## src/rtl/pipe_pkg.sv

```systemverilog
// rtl/pipe_pkg.sv - per-boundary vector widths and field offsets for pipeline stage registers
package pipe_pkg;

  localparam int IFID_CTRL_W  = 1;
  localparam int IFID_DATA_W  = 64;
  localparam int IDEX_CTRL_W  = 9;
  localparam int IDEX_DATA_W  = 133;
  localparam int EXMEM_CTRL_W = 5;
  localparam int EXMEM_DATA_W = 101;
  localparam int MEMWB_CTRL_W = 2;
  localparam int MEMWB_DATA_W = 69;

  // EX/MEM data layout, LSB first: rd, pc_plus4, rs2_data, alu_result
  localparam int EXMEM_RD_LSB   = 0;
  localparam int EXMEM_PC4_LSB  = 5;
  localparam int EXMEM_RS2_LSB  = 37;
  localparam int EXMEM_ALU_LSB  = 69;

  // EX/MEM control bit positions
  localparam int EXMEM_REG_WRITE  = 0;
  localparam int EXMEM_MEM_READ   = 1;
  localparam int EXMEM_MEM_WRITE  = 2;
  localparam int EXMEM_MEM_TO_REG = 3;
  localparam int EXMEM_BRANCH     = 4;

  typedef struct packed {
    logic [31:0] alu_result;
    logic [31:0] rs2_data;
    logic [31:0] pc_plus4;
    logic [4:0]  rd;
  } exmem_data_t;

  function automatic logic [EXMEM_DATA_W-1:0] pack_exmem(input exmem_data_t f);
    return f;
  endfunction

endpackage

```

## src/rtl/pipe_skid_buf.sv

```systemverilog
// rtl/pipe_skid_buf.sv - one-entry skid register and main-register source mux
// Used by pipe_stage_reg only when PIPE_STAGE_SKID_EN is defined.
module pipe_skid_buf #(
  parameter int CTRL_W = 5,
  parameter int DATA_W = 101
) (
  input  logic              clk,
  input  logic              rst,
  input  logic              flush,
  input  logic              advance,
  input  logic              in_fire,
  input  logic [CTRL_W-1:0] in_ctrl,
  input  logic [DATA_W-1:0] in_data,
  output logic              skid_valid,
  output logic              sel_valid,
  output logic [CTRL_W-1:0] sel_ctrl,
  output logic [DATA_W-1:0] sel_data
);

  logic [CTRL_W-1:0] skid_ctrl;
  logic [DATA_W-1:0] skid_data;

  // The skid entry is older than anything arriving, so it always drains first.
  always_ff @(posedge clk) begin
    if (rst) begin
      skid_valid <= 1'b0;
      skid_ctrl  <= '0;
      skid_data  <= '0;
    end else if (flush) begin
      skid_valid <= 1'b0;
    end else if (advance) begin
      skid_valid <= 1'b0;
    end else if (in_fire) begin
      skid_valid <= 1'b1;
      skid_ctrl  <= in_ctrl;
      skid_data  <= in_data;
    end
  end

  assign sel_valid = skid_valid | in_fire;
  assign sel_ctrl  = skid_valid ? skid_ctrl : in_ctrl;
  assign sel_data  = skid_valid ? skid_data : in_data;

endmodule

```

## src/rtl/pipe_stage_reg.sv

```systemverilog
// rtl/pipe_stage_reg.sv - elastic valid/ready pipeline stage register with flush and stall counter
// Define PIPE_STAGE_SKID_EN to add a skid entry and a registered in_ready.
module pipe_stage_reg
  import pipe_pkg::*;
#(
  parameter int CTRL_W = EXMEM_CTRL_W,
  parameter int DATA_W = EXMEM_DATA_W,
  parameter int CNT_W  = 16
) (
  input  logic              clk,
  input  logic              rst,
  input  logic              flush,
  input  logic              in_valid,
  output logic              in_ready,
  input  logic [CTRL_W-1:0] in_ctrl,
  input  logic [DATA_W-1:0] in_data,
  output logic              out_valid,
  input  logic              out_ready,
  output logic [CTRL_W-1:0] out_ctrl,
  output logic [DATA_W-1:0] out_data,
  output logic [CNT_W-1:0]  stall_cnt
);

  localparam logic [CNT_W-1:0] CNT_MAX = '1;

  logic              main_valid;
  logic [CTRL_W-1:0] main_ctrl;
  logic [DATA_W-1:0] main_data;
  logic              advance;
  logic              in_fire;
  logic              nxt_valid;
  logic [CTRL_W-1:0] nxt_ctrl;
  logic [DATA_W-1:0] nxt_data;

  assign advance = out_ready | ~main_valid;
  assign in_fire = in_valid & in_ready;

`ifdef PIPE_STAGE_SKID_EN
  logic skid_valid;

  pipe_skid_buf #(
    .CTRL_W (CTRL_W),
    .DATA_W (DATA_W)
  ) u_skid (
    .clk        (clk),
    .rst        (rst),
    .flush      (flush),
    .advance    (advance),
    .in_fire    (in_fire),
    .in_ctrl    (in_ctrl),
    .in_data    (in_data),
    .skid_valid (skid_valid),
    .sel_valid  (nxt_valid),
    .sel_ctrl   (nxt_ctrl),
    .sel_data   (nxt_data)
  );

  assign in_ready = ~skid_valid;
`else
  assign in_ready  = advance;
  assign nxt_valid = in_fire;
  assign nxt_ctrl  = in_ctrl;
  assign nxt_data  = in_data;
`endif

  // Payload only loads on a real transfer so a held or bubbled output never changes.
  always_ff @(posedge clk) begin
    if (rst) begin
      main_valid <= 1'b0;
      main_ctrl  <= '0;
      main_data  <= '0;
    end else if (flush) begin
      main_valid <= 1'b0;
    end else if (advance) begin
      main_valid <= nxt_valid;
      if (nxt_valid) begin
        main_ctrl <= nxt_ctrl;
        main_data <= nxt_data;
      end
    end
  end

  always_ff @(posedge clk) begin
    if (rst) begin
      stall_cnt <= '0;
    end else if (main_valid && !out_ready && stall_cnt != CNT_MAX) begin
      stall_cnt <= stall_cnt + 1'b1;
    end
  end

  assign out_valid = main_valid;
  assign out_ctrl  = main_valid ? main_ctrl : '0;
  assign out_data  = main_data;

endmodule

```

## config.mk

```make
export PLATFORM = sky130hd
export DESIGN_NAME = pipe_stage_reg
export DESIGN_NICKNAME = d
export VERILOG_FILES = /design/src/rtl/pipe_pkg.sv /design/src/rtl/pipe_skid_buf.sv /design/src/rtl/pipe_stage_reg.sv
export SDC_FILE = /design/constraint.sdc
export NUM_CORES = 1
export LEC_CHECK = 0
export BUFFER_PORTS_ARGS = -buffer_cell sky130_fd_sc_hd__buf_2
export CORE_ASPECT_RATIO = 2
export CORE_UTILIZATION = 40
export CTS_CLUSTER_SIZE = 10
export DETAILED_ROUTE_END_ITERATION = 8
export HOLD_SLACK_MARGIN = 0.15
export PLACE_DENSITY = 0.83
export SLEW_MARGIN = 20
export SYNTH_ARGS = -nofsm -noshare
export SYNTH_HDL_FRONTEND = slang
export SYNTH_SLANG_ARGS = --single-unit
```

## constraint.sdc

```tcl
create_clock -name clk -period 1.9 [get_ports clk]
set_clock_uncertainty 0.1 [all_clocks]
set_input_delay 0.38 -clock clk [delete_from_list [all_inputs] [get_ports clk]]
set_output_delay 0.38 -clock clk [all_outputs]
set_load 0.05 [all_outputs]
```

==> flow_results.org, run 1 <==
** Critical path
- Setup slack on the worst reg-to-reg path comes out at 100 ps.
- Worst reg2reg path startpoint :: stall_cnt[0]$_SDFFE_PP0P_
- The worst setup path is launched from a register.
- The endpoint identified for the worst register-to-register timing path is stall_cnt[9]$_SDFFE_PP0P_.
- In this run the worst path has a maximum fanout of 12.
- The critical path goes through and2b_1, inv_4, buf_4, buf_6.
- Measured in cells, the most critical reg-to-reg path has a length of 6.
- Critical path endpoint category :: output port
- Buffers and inverters on the worst path :: 3
- For the worst setup path, the data required time is 1420 ps.
- Longest individual stage delay on the worst path :: 330 ps
- Critical path origin :: out_valid$_SDFFE_PP0N_
- Depth of the critical timing path with buffers and inverters included :: 4
- The critical path ends at in_ready.
- Grouping stages by cell kind, the critical path spends the most delay in buffers and inverters.
- Worst Path Class, Setup :: register to output port
- Data arrives at the worst endpoint at 1340 ps.
- Among all stages on the critical path, the largest delay is contributed by dfxtp_4.

** Global route
- Pin count of the biggest net entering global routing :: 56
- Across every metal layer, demand over resource in global routing totals 0.281.
- The initial antenna violation count is 0.
- The via count of the first global-routing pass came to 5522.
- Met1 track demand over resource :: 0.282
- Busiest layer in global routing :: met2
- Global-route wire length before repair :: between 20000 and 30000 um
- Fraction of met3 tracks used by global routing :: 0.0462
- In the global route stage, met2 resource usage came out at 0.520.
- The total overflow left after global routing is 0.

** Synth
- Most common cell in the synthesized netlist :: nand2_1
- Most frequently used flop master after synthesis :: dfxtp_1
- The mapped netlist covers roughly 4500 um2.
- The Yosys step of the flow raised 0 warnings.
- Yosys top cell by area :: dfxtp_1
- Share of synthesized area occupied by flip-flops and latches :: 0.548
- Of the post-synthesis cell area, the dominant cell type holds 0.548.
- Proportion of register bits with asynchronous set or reset after synthesis :: 0
- Ranked by instance count, the synthesized netlist is headed by 216 x nand2_1, 123 x dfxtp_1, 121 x a21oi_1, 31 x clkbuf_1, 7 x o31ai_1.
- Synthesized Nets :: 680
- Largest cells by area after synthesis :: dfxtp_1 55%, nand2_1 18%, a21oi_1 13%, clkbuf_1 2.6%, o31ai_1 1.2%
- EDFF count, synth :: 0
- Each instance of the synthesized netlist takes up on average 7.91 um2.
- Register bit total from synthesis :: 123
- The number of different library cells used by synthesis comes to 33.
- The cell count after synthesis came out at 568.

** Worst hold path
- The tightest min-delay check is of the input port to register type.

** Route
- The first detailed-routing pass ran for 4 iterations.
- The final layout contains routed wiring with a total length of around 16000 um.
- Avg WL per Cell :: 15.3 um
- Using the TritonRoute via totals, the vias-per-cell ratio works out to 5.09.
- DRC errors left :: 0
- The first routing iteration left roughly 270 violations.
- Via count :: 5436
- The count of nets left with antenna violations once routing finished came out at 0.

** Placed design
- Buffers on Ports :: 234
- Post-place instance area :: 6040 um2
- Half-perimeter wire length after detailed placement :: 9330 um
- Instance count after placement with tap cells included :: 931
- Weighted congestion reported at the end of routability-driven placement :: ~0.85

** Finish
- The number of antenna diodes in the final layout is 0.
- Measured on the finished design, the core utilization comes to 0.710.
- Number of nets in the layout :: 1028
- The finished cells cover 7770 um2.
- Proportion of layout cells with a drive suffix above 1 :: 0.340
- For this run, the number of standard cells in the final layout without fillers is between 1000 and 1500.
- Compared with the post-synthesis result, the final layout area differs by 73.0%.

** Timing
- Worst Tran Pin Value :: 471 ps
- Dividing the final minimum period by the clock period gives 0.960.
- The hold violation total from the final report is 0.
- Max_slew headroom :: 0.686
- The worst path needs 1820 ps of the cycle, external delays included.
- Final setup TNS :: 0 ps
- Final Slew Violations :: 0
- Highest achievable clock rate :: 548 MHz
- Final-report setup violation count :: 0
- RSZ-0062 raised after global routing :: no

** CTS
- CTS tree :: yes
- The number of setup buffers added after CTS is 0.
- The later pin in the worst-skew pair is clocked with a latency of about 400 ps.
- After clock tree synthesis, the clock-pin slew on the worst setup and hold paths is around 50 ps.
- The clock passes through at most 2 buffers.
- Clock tree synthesis inserted a total of 17 buffers.
- CTS HTree Levels :: 4
- Total clock sinks :: 123
- Cell at the root of the clock tree :: clkbuf_16

** Run
- Max-cap violations in this run came to 0.

** Pwr
- In this run the static leakage power is 3.51 nW.
- Dividing total power by cell area gives a power density of 936 nW/um2.
- The worst-case IR drop observed on VDD is 0.805 mV.

** Floorplan
- The floorplan step defined a core boundary enclosing around 11000 um2.
- The floorplan has 54 rows.
- Horizontal extent of the die :: around 77 um
- Initial Util :: 0.410
- 235 I/O pins were placed.
- The floorplan step defined a die boundary enclosing 11700 um2.
- The die is 152 um tall.

** Run status
- Outcome :: completed
-- metal layers --
| metal | vias up | routed length (um) |
|---|---|---|
| li1 | 2589 | - |
| met4 | 0 | 859 |
| met5 | - | 0 |
| met2 | 248 | 8930 |
| met3 | 70 | 727 |
| met1 | 2529 | 5850 |
-- report_power, final --
group / switching (mW) / leakage (nW) / internal [mW] / total (mW)
clock network: 1.18 / 0.318 / 2.28 / 3.46
registers: 0.0526 / 1.01 / 2.68 / 2.73
logic: 0.687 / 2.18 / 0.394 / 1.08
total: 1.92 / 3.51 / 5.35 / 7.27
-- state kept, by name, summed over array words and instances, names as in the netlist --
name	flops
out_data	101
stall_cnt	16
out_valid	1
main_ctrl	5
-- worst min-delay path: stages --
cell	delay, ps
buf_2	100
nand2_1	60
a21oi_1	70
-- per-stage QoR --
step                      power [mW]  setup slack (ps)  hold WS, ps
after global routing            7.51              14.3          170
final                           7.27              76.8          168
after detailed placement        3.66             -34.4          343
after CTS                       7.27              25.8          154
after global placement          3.64             -31.8          337
after floorplan                 3.36             -27.8          332
-- cells in the final DEF (no fill, tap or decap), types with 5 or more instances in the layout --
| master | synthesis | final |
|---|---|---|
| a21oi_1 | 121 | 120 |
| and2_1 | 5 | 5 |
| buf_12 | 0 | 6 |
| buf_2 | 2 | 232 |
| buf_4 | 1 | 23 |
| clkbuf_16 | 0 | 17 |
| dfxtp_1 | 123 | 111 |
| dfxtp_4 | 0 | 9 |
| dlygate4sd3_1 | 0 | 106 |
| nand2_1 | 216 | 216 |
| nand4_1 | 6 | 6 |
| nor2_1 | 6 | 6 |
| nor3_1 | 6 | 6 |
| o31ai_1 | 7 | 7 |
| or4_1 | 6 | 6 |
-- what timing repair did --
item	CTS	global route
hold endpoints to repair	106	0
hold buffers	106	0
endpoints found under the setup margin	1	6
gates resized for setup	1	4
-- cells by family after synthesis --
| family | share of synthesized area |
|---|---|
| mux | 0.00223 |
| fa+ha+maj | 0.00279 |
| buf+inv | 0.0357 |
| compound gates | 0.159 |
| simple gates | 0.252 |
| flops | 0.548 |
-- worst min path at each step --
stage / from / end / slack (ps) / cells after the start
after detailed placement: out_data[1]$_SDFFE_PP0P_ / out_data[1]$_SDFFE_PP0P_ / 340 / 2
after global placement: main_ctrl[0]$_SDFFE_PP0P_ / main_ctrl[0]$_SDFFE_PP0P_ / 340 / 2
after floorplan: main_ctrl[0]$_SDFFE_PP0P_ / main_ctrl[0]$_SDFFE_PP0P_ / 330 / 2
after CTS: in_data[47] / out_data[47]$_SDFFE_PP0P_ / 150 / 3
after global routing: in_data[47] / out_data[47]$_SDFFE_PP0P_ / 170 / 3
final: in_data[47] / out_data[47]$_SDFFE_PP0P_ / 170 / 3
-- layout make-up --
type	instances	area, um2
fill	763	3170
inverter	2	10.0
tap	140	175
multi-input combinational	404	1920
timing repair buffer	368	2530
sequential	123	2500
clock inverter	13	189
clock buffer	19	453
(Power assumes the default switching activity.)
==> run 2, diff against run 1 <==
--- a/config.mk
+++ b/config.mk
@@ -17,2 +17,3 @@
 export SYNTH_HDL_FRONTEND = slang
+export SYNTH_HIERARCHICAL = 1
 export SYNTH_SLANG_ARGS = --single-unit
==> constraint.sdc (replaced) <==
create_clock -name clk -period 1.45 [get_ports clk]
set_clock_uncertainty 0.1 [all_clocks]
set_input_delay 0.29 -clock clk [delete_from_list [all_inputs] [get_ports clk]]
set_output_delay 0.29 -clock clk [all_outputs]
set_load 0.005 [all_outputs]
==> flow_results.org, run 2 <==
** Global route
- Entering global routing, the biggest net connects 39 pins.
- Across every metal layer, demand over resource in global routing totals 0.570.
- After global routing the overflow that remains totals 9.

** CTS
- The H-tree was split into 4 levels.
- In this run the clock root is driven by a clkbuf_16.
- Buffers inserted during clock tree synthesis total 17.
- Total clock sinks :: 123
- Clk buf depth :: 2

** Synth
- Register bit total from synthesis :: 123
- The share of synthesized area in the top cell type comes to 0.548.
- Most frequently used flop master after synthesis :: dfxtp_1
- Of the synthesized area, sequential elements account for 0.548.
- Summing every instance area after synthesis gives 4490 um2.
- The most common cell in the synthesized netlist is nand2_1.
- Each instance of the synthesized netlist takes up on average 7.91 um2.
- For this run, the number of Yosys warnings is 6.
- Of all cell types, the one taking the most synthesized area is dfxtp_1.
- EDFF count, synth :: 0
- Proportion of register bits with asynchronous set or reset after synthesis :: 0
- Synthesis produced a netlist whose cell count is 568.
- Yosys attributes the largest share of cell area to dfxtp_1 55%, nand2_1 18%, a21oi_1 13%, clkbuf_1 2.6%, o31ai_1 1.2%.
- Synthesized Nets :: 680
- In this run, distinct cell masters in the synthesized netlist total 33.
- Leading post-synthesis cells by instance count :: 216 x nand2_1, 123 x dfxtp_1, 121 x a21oi_1, 31 x clkbuf_1, 7 x o31ai_1

** Floorplan
- Chip Height :: between 150 and 200 um
- After floorplanning, the core was divided into 54 placement rows.
- The floorplan step set the die width to 76.9 um.
- During I/O placement, the number of pins put on the boundary was 235.
- The initial utilization of the core area, before any placement, comes to 0.410.

** Timing
- Category of the worst endpoint :: register input
- GR repair worst EP :: stall_cnt[10]$_SDFFE_PP0P_/D

** Run status
- The first error in the log reads "[ERROR GRT-0232] Routing congestion too high. Check the congestion heatmap in the GUI".
- Exit stage :: 5_1_grt
- Outcome :: aborted with a tool error

** Placed design
- Buffers placed on the I/O ports in this run total between 200 and 250.
- Half-perimeter wire length after detailed placement :: between 9000 and 10000 um
- Weighted congestion reported at the end of routability-driven placement :: 0.868
- Pre-CTS setup slack :: -369 ps
[run 2: cells by family after synthesis]
logic type,share of synthesized area
AND/OR/NAND/NOR,0.252
flip-flops,0.548
adder cells (fa/ha/maj),0.00279
multiplexers,0.00223
AO/OA/AOI/OAI,0.159
buffers and inverters,0.0357
[run 2: what timing repair did]
item	4_1_cts
pin swaps	105
resized for setup	221
setup buffers	34
gates cloned	28
endpoints found under the hold margin	107
setup endpoints to repair	128
hold buffers	108
[run 2: stage by stage]
step	area [um2]	std cells
2_1_floorplan	4660	568
3_3_place_gp	6260	957
3_5_place_dp	6260	957
4_1_cts	9660	1158
[run 2: routing by layer]
metal  track usage  GRT overflow
met3         0.223             0
met2         0.888             8
met5             0             0
met4         0.638             1
met1         0.526             0
==> run 3, diff against run 2 <==
CORE_ASPECT_RATIO = unset   (was 2)
CORE_UTILIZATION = 39   (was 40)
CTS_CLUSTER_SIZE = unset   (was 10)
HOLD_SLACK_MARGIN = unset   (was 0.15)
PLACE_DENSITY = unset   (was 0.83)
PLACE_DENSITY_LB_ADDON = 0.15   (was unset)
clock period = 1.9 ns   (was 1.45 ns; I/O delays follow)
==> flow_results.org, run 3 <==
** Synth
- Share of synthesized area occupied by flip-flops and latches :: 0.548
- Most frequently used flop master after synthesis :: dfxtp_1
- Of all cell types, the one taking the most synthesized area is dfxtp_1.
- Most common cell in the synthesized netlist :: nand2_1
- Synthesis instantiated 33 different standard cells from the library.
- Count of yosys warnings during synthesis :: 6
- Largest cells by area after synthesis :: dfxtp_1 55%, nand2_1 18%, a21oi_1 13%, clkbuf_1 2.6%, o31ai_1 1.2%
- Area of the mapped netlist :: 4490 um2
- After synthesis, the share of flip-flops with an asynchronous set or reset is 0.
- In this run, synthesis produced a sequential element count of roughly 120.
- Proportion of netlist area held by the largest area contributor :: 0.548
- In this run, synthesis inferred 0 flip-flops with an integrated enable.
- Synthesized Nets :: roughly 700
- Dividing the synthesized area by the synthesized cell count gives about 7.9 um2.
- Gate Count Post-Synth :: about 570
- The commonest cells after synthesis are 216 x nand2_1, 123 x dfxtp_1, 121 x a21oi_1, 31 x clkbuf_1, 7 x o31ai_1.

** Route
- TritonRoute pass-1 iters :: 4
- Dividing the detail-routed wire length by the instance count gives 13.2 um.
- After detailed routing, the number of remaining DRC violations is 0.
- Via count :: 4748
- The count of nets left with antenna violations once routing finished came out at 0.
- For this block, the initial DRC count from the detailed router was 221.
- Mean number of vias per cell :: slightly below 5
- Total Wirelength :: 12700 um

** Critical path
- The largest single stage delay on the critical path is about 590 ps.
- Data arrives at the worst endpoint at 2070 ps.
- Along the worst path, the maximum fanout reaches 5.
- Worst path slowest cell :: or4b_2
- Cell with the most instances on the worst path :: buf_4
- The most critical setup path has its endpoint at stall_cnt[9]$_SDFFE_PP0P_.
- The critical path crosses 6 cells after its start point.
- Walking the worst path, the cells encountered are buf_4, nand4_1, buf_4, nor3_1, or4b_2, a21oi_1.
- Crit start category :: register
- Critical path origin :: stall_cnt[0]$_SDFFE_PP0P_
- For the worst setup path, the data required time is 2130 ps.
- Reg-to-reg slack, setup :: slightly below 70 ps
- The endpoint identified for the worst register-to-register timing path is stall_cnt[9]$_SDFFE_PP0P_.
- Critical path endpoint category :: register
- Buffers and inverters on the worst path :: 2
- Worst reg2reg path startpoint :: stall_cnt[0]$_SDFFE_PP0P_
- The worst setup path is of the register to register kind.
- Measured in cells, the most critical reg-to-reg path has a length of 6.
- Family of cells with the greatest summed delay on the critical path :: simple AND/OR/NAND/NOR gates

** Global route
- In the global route stage, overall resource usage came out at 0.213.
- Global-route wire length before repair :: 19700 um
- The total overflow left after global routing is 0.
- Number of global-route vias before repair :: 4283
- Initial antenna violation count :: 0
- Entering global routing, the biggest net connects between 70 and 80 pins.

** Timing
- Min Clock Period, post-route :: 1830 ps
- RSZ-0062 raised after global routing :: yes
- Final Slew Violations :: 0
- Setup violations remaining at the end of the flow were counted as 0.
- At the pin with the least slew margin, the transition time is 392 ps.
- Based on the critical path, the design can be clocked at up to 546 MHz.
- After layout, the worst setup slack is 67.4 ps.
- Final-report hold violation count :: 0
- Dividing the final minimum period by the clock period gives 0.965.
- Final setup TNS :: 0 ps
- Max_slew headroom :: 0.739

** Placed design
- Weighted congestion reported at the end of routability-driven placement :: roughly 0.82
- Input and output buffers added on the ports amount to 234.
- Half-perimeter wire length after detailed placement :: 8930 um
- OpenSTA, run right after detailed placement, puts the worst setup slack at -28.5 ps.

** Worst hold path
- Kind of path behind the tightest hold check :: input port to register

** CTS
- Clock edge transition at the registers on the reported setup and hold paths :: 50 ps
- Clk buf depth :: 2
- Clock latency of the later-clocked register in the worst-skew pair :: ~400 ps
- Total clock sinks :: 123
- CTS HTree Levels :: 4
- Clock tree synthesis inserted a total of 17 buffers.
- Cell at the root of the clock tree :: clkbuf_16
- CTS tree :: yes

** Pwr
- Largest vdd supply drop :: ~0.73 mV
- Sw power :: 1.41 mW
- Of the total power, the share spent switching nets is 0.224.
- Sequential group share of total power :: 0.434
- Part of the power in the clock network :: 0.484
- In this run the power density over the cells is 962 nW/um2.
- In this run the static leakage power is 2.99 nW.
- Of the total power, combinational logic draws 0.081.
- Internal power contribution :: 4.90 mW
- Total power for the finished layout comes to 6.31 mW.

** Finish
- Commonest non-fill, non-tap cells in the layout :: 233 x buf_2, 216 x nand2_1, 121 x a21oi_1
- From synthesis to final layout, the design area changed by 46.0%.
- Sequential cell area :: approximately 2500 um2
- Filler cell count :: 1003
- The multi-input combinational cells in the finished layout cover a total of 1900 um2.
- Diodes inserted :: 0
- Proportion of layout cells with a drive suffix above 1 :: 0.367
- Most common cell after layout, fill and taps aside :: buf_2
- The register with the most flip-flops in the layout has 101 of them.
- Number of nets in the layout :: around 920

** Floorplan
- Row cnt :: 38
- Horizontal extent of the die :: 109 um
- Initial Util :: 0.407
- In this run the count of I/O pins placed on the die edge is 235.
- Core area :: 11000 um2
- The die is 109 um tall.
- Die ar. :: about 12000 um2

** Run
- Across the run, the number of max-cap violations was 0.

** Run status
- Outcome :: completed
[run 3: cell counts after synthesis]
Identical to the previous run, type by type.
[run 3: worst min-delay path by stage]
| stage | from | cells past startpoint | end |
|---|---|---|---|
| 2_1_floorplan | main_ctrl[0]$_SDFFE_PP0P_ | 2 | main_ctrl[0]$_SDFFE_PP0P_ |
| 3_3_place_gp | out_data[39]$_SDFFE_PP0P_ | 2 | out_data[39]$_SDFFE_PP0P_ |
| 3_5_place_dp | out_data[57]$_SDFFE_PP0P_ | 2 | out_data[57]$_SDFFE_PP0P_ |
| 4_1_cts | flush | 2 | out_valid$_SDFFE_PP0N_ |
| 5_1_grt | in_data[25] | 3 | out_data[25]$_SDFFE_PP0P_ |
| 6_report | flush | 2 | out_valid$_SDFFE_PP0N_ |
[run 3: cell families after synthesis]
logic type	Yosys count	share of synthesized area
AND/OR/NAND/NOR	266	0.252
AO/OA/AOI/OAI	136	0.159
flip-flops	123	0.548
buffers and inverters	41	0.0357
multiplexers	1	0.00223
adder cells (fa/ha/maj)	1	0.00279
[run 3: layer usage]
layer | vias to the layer above | routed length [um] | part of all wire | global-route usage
li1 | 2381 | - | - | -
met2 | 190 | 6110 | 0.48 | 0.351
met5 | - | 0 | 0 | 0
met1 | 2154 | 5080 | 0.40 | 0.243
met4 | 0 | 308 | 0.024 | 0.102
met3 | 23 | 1210 | 0.095 | 0.0824
[run 3: what timing repair did]
item / CTS / global route
resized for setup: 2 / 4
setup buffers: 0 / 0
hold buffers: 0 / 0
endpoints found under the setup margin: 1 / 6
pin swaps: 0 / 2
[run 3: power groups by stage]
stage | sequential [mW] | clock [mW] | combinational, mW
after global placement | 2.79 | 0 | 0.509
final | 2.74 | 3.06 | 0.514
after global routing | 2.75 | 3.24 | 0.581
after floorplan | 2.80 | 0 | 0.219
after detailed placement | 2.79 | 0 | 0.520
after CTS | 2.74 | 3.12 | 0.521
[run 3: final cells by class]
type	count	area share
tap	140	0.0267
multi-input combinational	404	0.290
clock buffer	26	0.0776
clock inverter	6	0.00916
timing repair buffer	261	0.219
sequential	123	0.376
inverter	2	0.00114
[run 3: stage by stage]
step	hold WS [ps]	util	cell area, um2	instances
CTS	82.5	0.593	6540	962
global placement	339	0.541	5970	930
floorplan	332	-	4510	568
global route	88.9	0.595	6560	962
finish	102	0.595	6560	962
detailed placement	344	0.541	5970	930
==> run 4, diff against run 3 <==
RECOVER_POWER = 25   (was unset)
SLEW_MARGIN = unset   (was 20)
==> flow_results.org, run 4 (synthesized netlist as in run 3, its figures left out) <==
** Run status
- The run finished with clean final reports.

** Floorplan
- The region available for standard cell placement spans 11000 um2.
- The initial utilization of the core area, before any placement, comes to 0.407.
- Pin placement for this block handled 235 I/O pins.
- Die ar. :: 12000 um2
- Row cnt :: 38
- Chip Height :: 109 um
- Horizontal extent of the die :: 109 um

** Global route
- Total global routing track utilization :: 0.213
- Met2 routing resource usage after global routing :: 0.351
- Number of global-route vias before repair :: between 4000 and 5000
- Busiest layer in global routing :: met2
- Fraction of met3 tracks used by global routing :: 0.0824
- In the global route stage, met1 resource usage came out at 0.243.
- Global-route wire length before repair :: roughly 20000 um
- Initial antenna violation count :: 0
- Pin count of the biggest net entering global routing :: 78
- Congestion Overflow GR :: 0

** Pwr
- Static Leakage :: 2.85 nW
- Switching power share of the total :: 0.224
- Combinational fraction of design power :: 0.080
- Sequential group share of total power :: 0.435
- Part of the power in the clock network :: 0.485
- For this design the total switching power over the nets is 1.41 mW.
- Largest vdd supply drop :: 0.730 mV
- Cell internal power was estimated by the tool at between 4 and 5 mW.
- In this run the power density over the cells is 966 nW/um2.

** Route
- Avg WL per Cell :: 13.2 um
- Via count :: 4748
- The detail route stage leaves a number of antenna-violating nets equal to 0.
- Wires add up to 12700 um.
- Using the TritonRoute via totals, the vias-per-cell ratio works out to 4.94.
- The first detailed-routing pass ran for 4 iterations.
- DRC errors left :: 0
- The detailed router finished its first iteration with 251 violations.

** CTS
- Post-CTS timing repair inserted 0 buffers for setup.
- Total clock sinks :: 123
- The clock passes through at most 2 buffers.
- CTS HTree Levels :: 4
- Total CTS buffers :: 17
- CTS tree :: yes
- Clock edge transition at the registers on the reported setup and hold paths :: approximately 50 ps
- Cell at the root of the clock tree :: clkbuf_16
- Clock latency of the later-clocked register in the worst-skew pair :: 400 ps

** Timing
- Worst Tran Pin Value :: 390 ps
- Timing would allow up to 545 MHz.
- Measured against its own limit, the worst slew margin works out to 0.740.
- Once routing completed, OpenROAD measured the worst setup slack at 66.0 ps.
- RSZ-0062 raised after global routing :: yes
- Final cycle utilization of the critical path :: 0.965
- The hold violation total from the final report came to 0.
- Counting I/O delays and the setup requirement, the final critical path takes 1830 ps.
- Final setup TNS :: 0 ps
- Final Slew Violations :: 0
- Final-report setup violation count :: 0

** Critical path
- Cell with the most instances on the worst path :: buf_4
- Critical path endpoint category :: register
- The largest single stage delay on the critical path is 590 ps.
- STA puts the critical path data arrival time at between 2000 and 2500 ps.
- Crit start category :: register
- Of all nets on the critical path, the largest fanout is 5.
- Worst Path Class, Setup :: register to register
- Worst path slowest cell :: or4b_2
- Walking the worst path, the cells encountered are buf_4, nand4_1, buf_4, nor3_1, or4b_2, a21oi_1.
- For the worst setup path, the data required time is ~2100 ps.

** Finish
- Leaving out fill and tap cells, the most frequent cell in the layout is nand2_1.
- Area growth, synth to finish :: 45.1%
- Diodes inserted :: 0
- Final Instance Area :: between 6000 and 7000 um2
- Number of nets in the layout :: a little over 900
- The register with the most flip-flops in the layout has 101 of them.
- In the final layout, the share of cells above drive strength 1 is 0.325.
- Excluding fillers, the count of instances in the completed layout stands at just under 1000.
- In the layout the commonest cells are 216 x nand2_1, 198 x buf_2, 121 x a21oi_1.

** Placed design
- After legalization and detailed placement, the total HPWL measured 8930 um.
- The placed instances occupy a cell area of 5970 um2.
- Including well taps, the total number of placed cells is 930.
- Buffers on Ports :: 234
- Routability-driven placement finished with a final weighted congestion of between 0.8 and 0.9.
- OpenSTA, run right after detailed placement, puts the worst setup slack at -28.5 ps.

** Run
- Max-cap violations in this run came to 0.

** Worst hold path
- Kind of path behind the tightest hold check :: input port to register
-- run 4: cell types whose count changed in the layout (fill, tap and decap cells not counted), sizes merged --
cell    change
buf        -35
clkbuf     +35
-- run 4: cell type report --
cell class | instances | area [um2]
fill | 1014 | 4510
sequential | 123 | 2470
multi-input combinational | 404 | 1900
timing repair buffer | 261 | 1400
clock buffer | 26 | 509
tap | 140 | 175
clock inverter | 6 | 60.1
inverter | 2 | 7.51
-- run 4: power groups by stage --
stage / clock network, mW / registers, mW / logic (mW)
after floorplan: 0 / 2.80 / 0.219
after global placement: 0 / 2.79 / 0.509
after detailed placement: 0 / 2.79 / 0.520
after CTS: 3.12 / 2.74 / 0.521
after global routing: 3.24 / 2.75 / 0.572
final: 3.05 / 2.74 / 0.505
-- run 4: what timing repair did --
item	4_1_cts	5_1_grt
hold buffers	0	0
endpoints found under the setup margin	1	6
resized for setup	2	4
pin swaps	0	2
-- run 4: final timing paths --
kind / end / cells after the start / start / slack, ps
min reg2reg: out_data[14]$_SDFFE_PP0P_ / 2 / out_data[14]$_SDFFE_PP0P_ / 350
min: out_valid$_SDFFE_PP0N_ / 2 / flush / 100
max reg2reg: stall_cnt[9]$_SDFFE_PP0P_ / 6 / stall_cnt[0]$_SDFFE_PP0P_ / 70
max: stall_cnt[9]$_SDFFE_PP0P_ / 6 / stall_cnt[0]$_SDFFE_PP0P_ / 70
-- run 4: critical path: cells and delay by family (launching register included) --
kind                   cells  cell delay, ps
buffers and inverters      2             330
flip-flops                 1             350
AND/OR/NAND/NOR            3             820
AO/OA/AOI/OAI              1             150
-- run 4: layer usage --
layer  wire [um]  up-vias
met1        5120     2163
met2        6100      180
met5           0        -
met3        1180       23
met4         308        0
li1            -     2382
-- run 4: stage by stage --
step                       util  hold slack [ps]  power [mW]
final                     0.591              102        6.30
after global routing      0.591             88.9        6.56
after CTS                 0.593             82.5        6.38
after detailed placement  0.541              344        3.31
after global placement    0.541              339        3.29
after floorplan               -              332        3.02
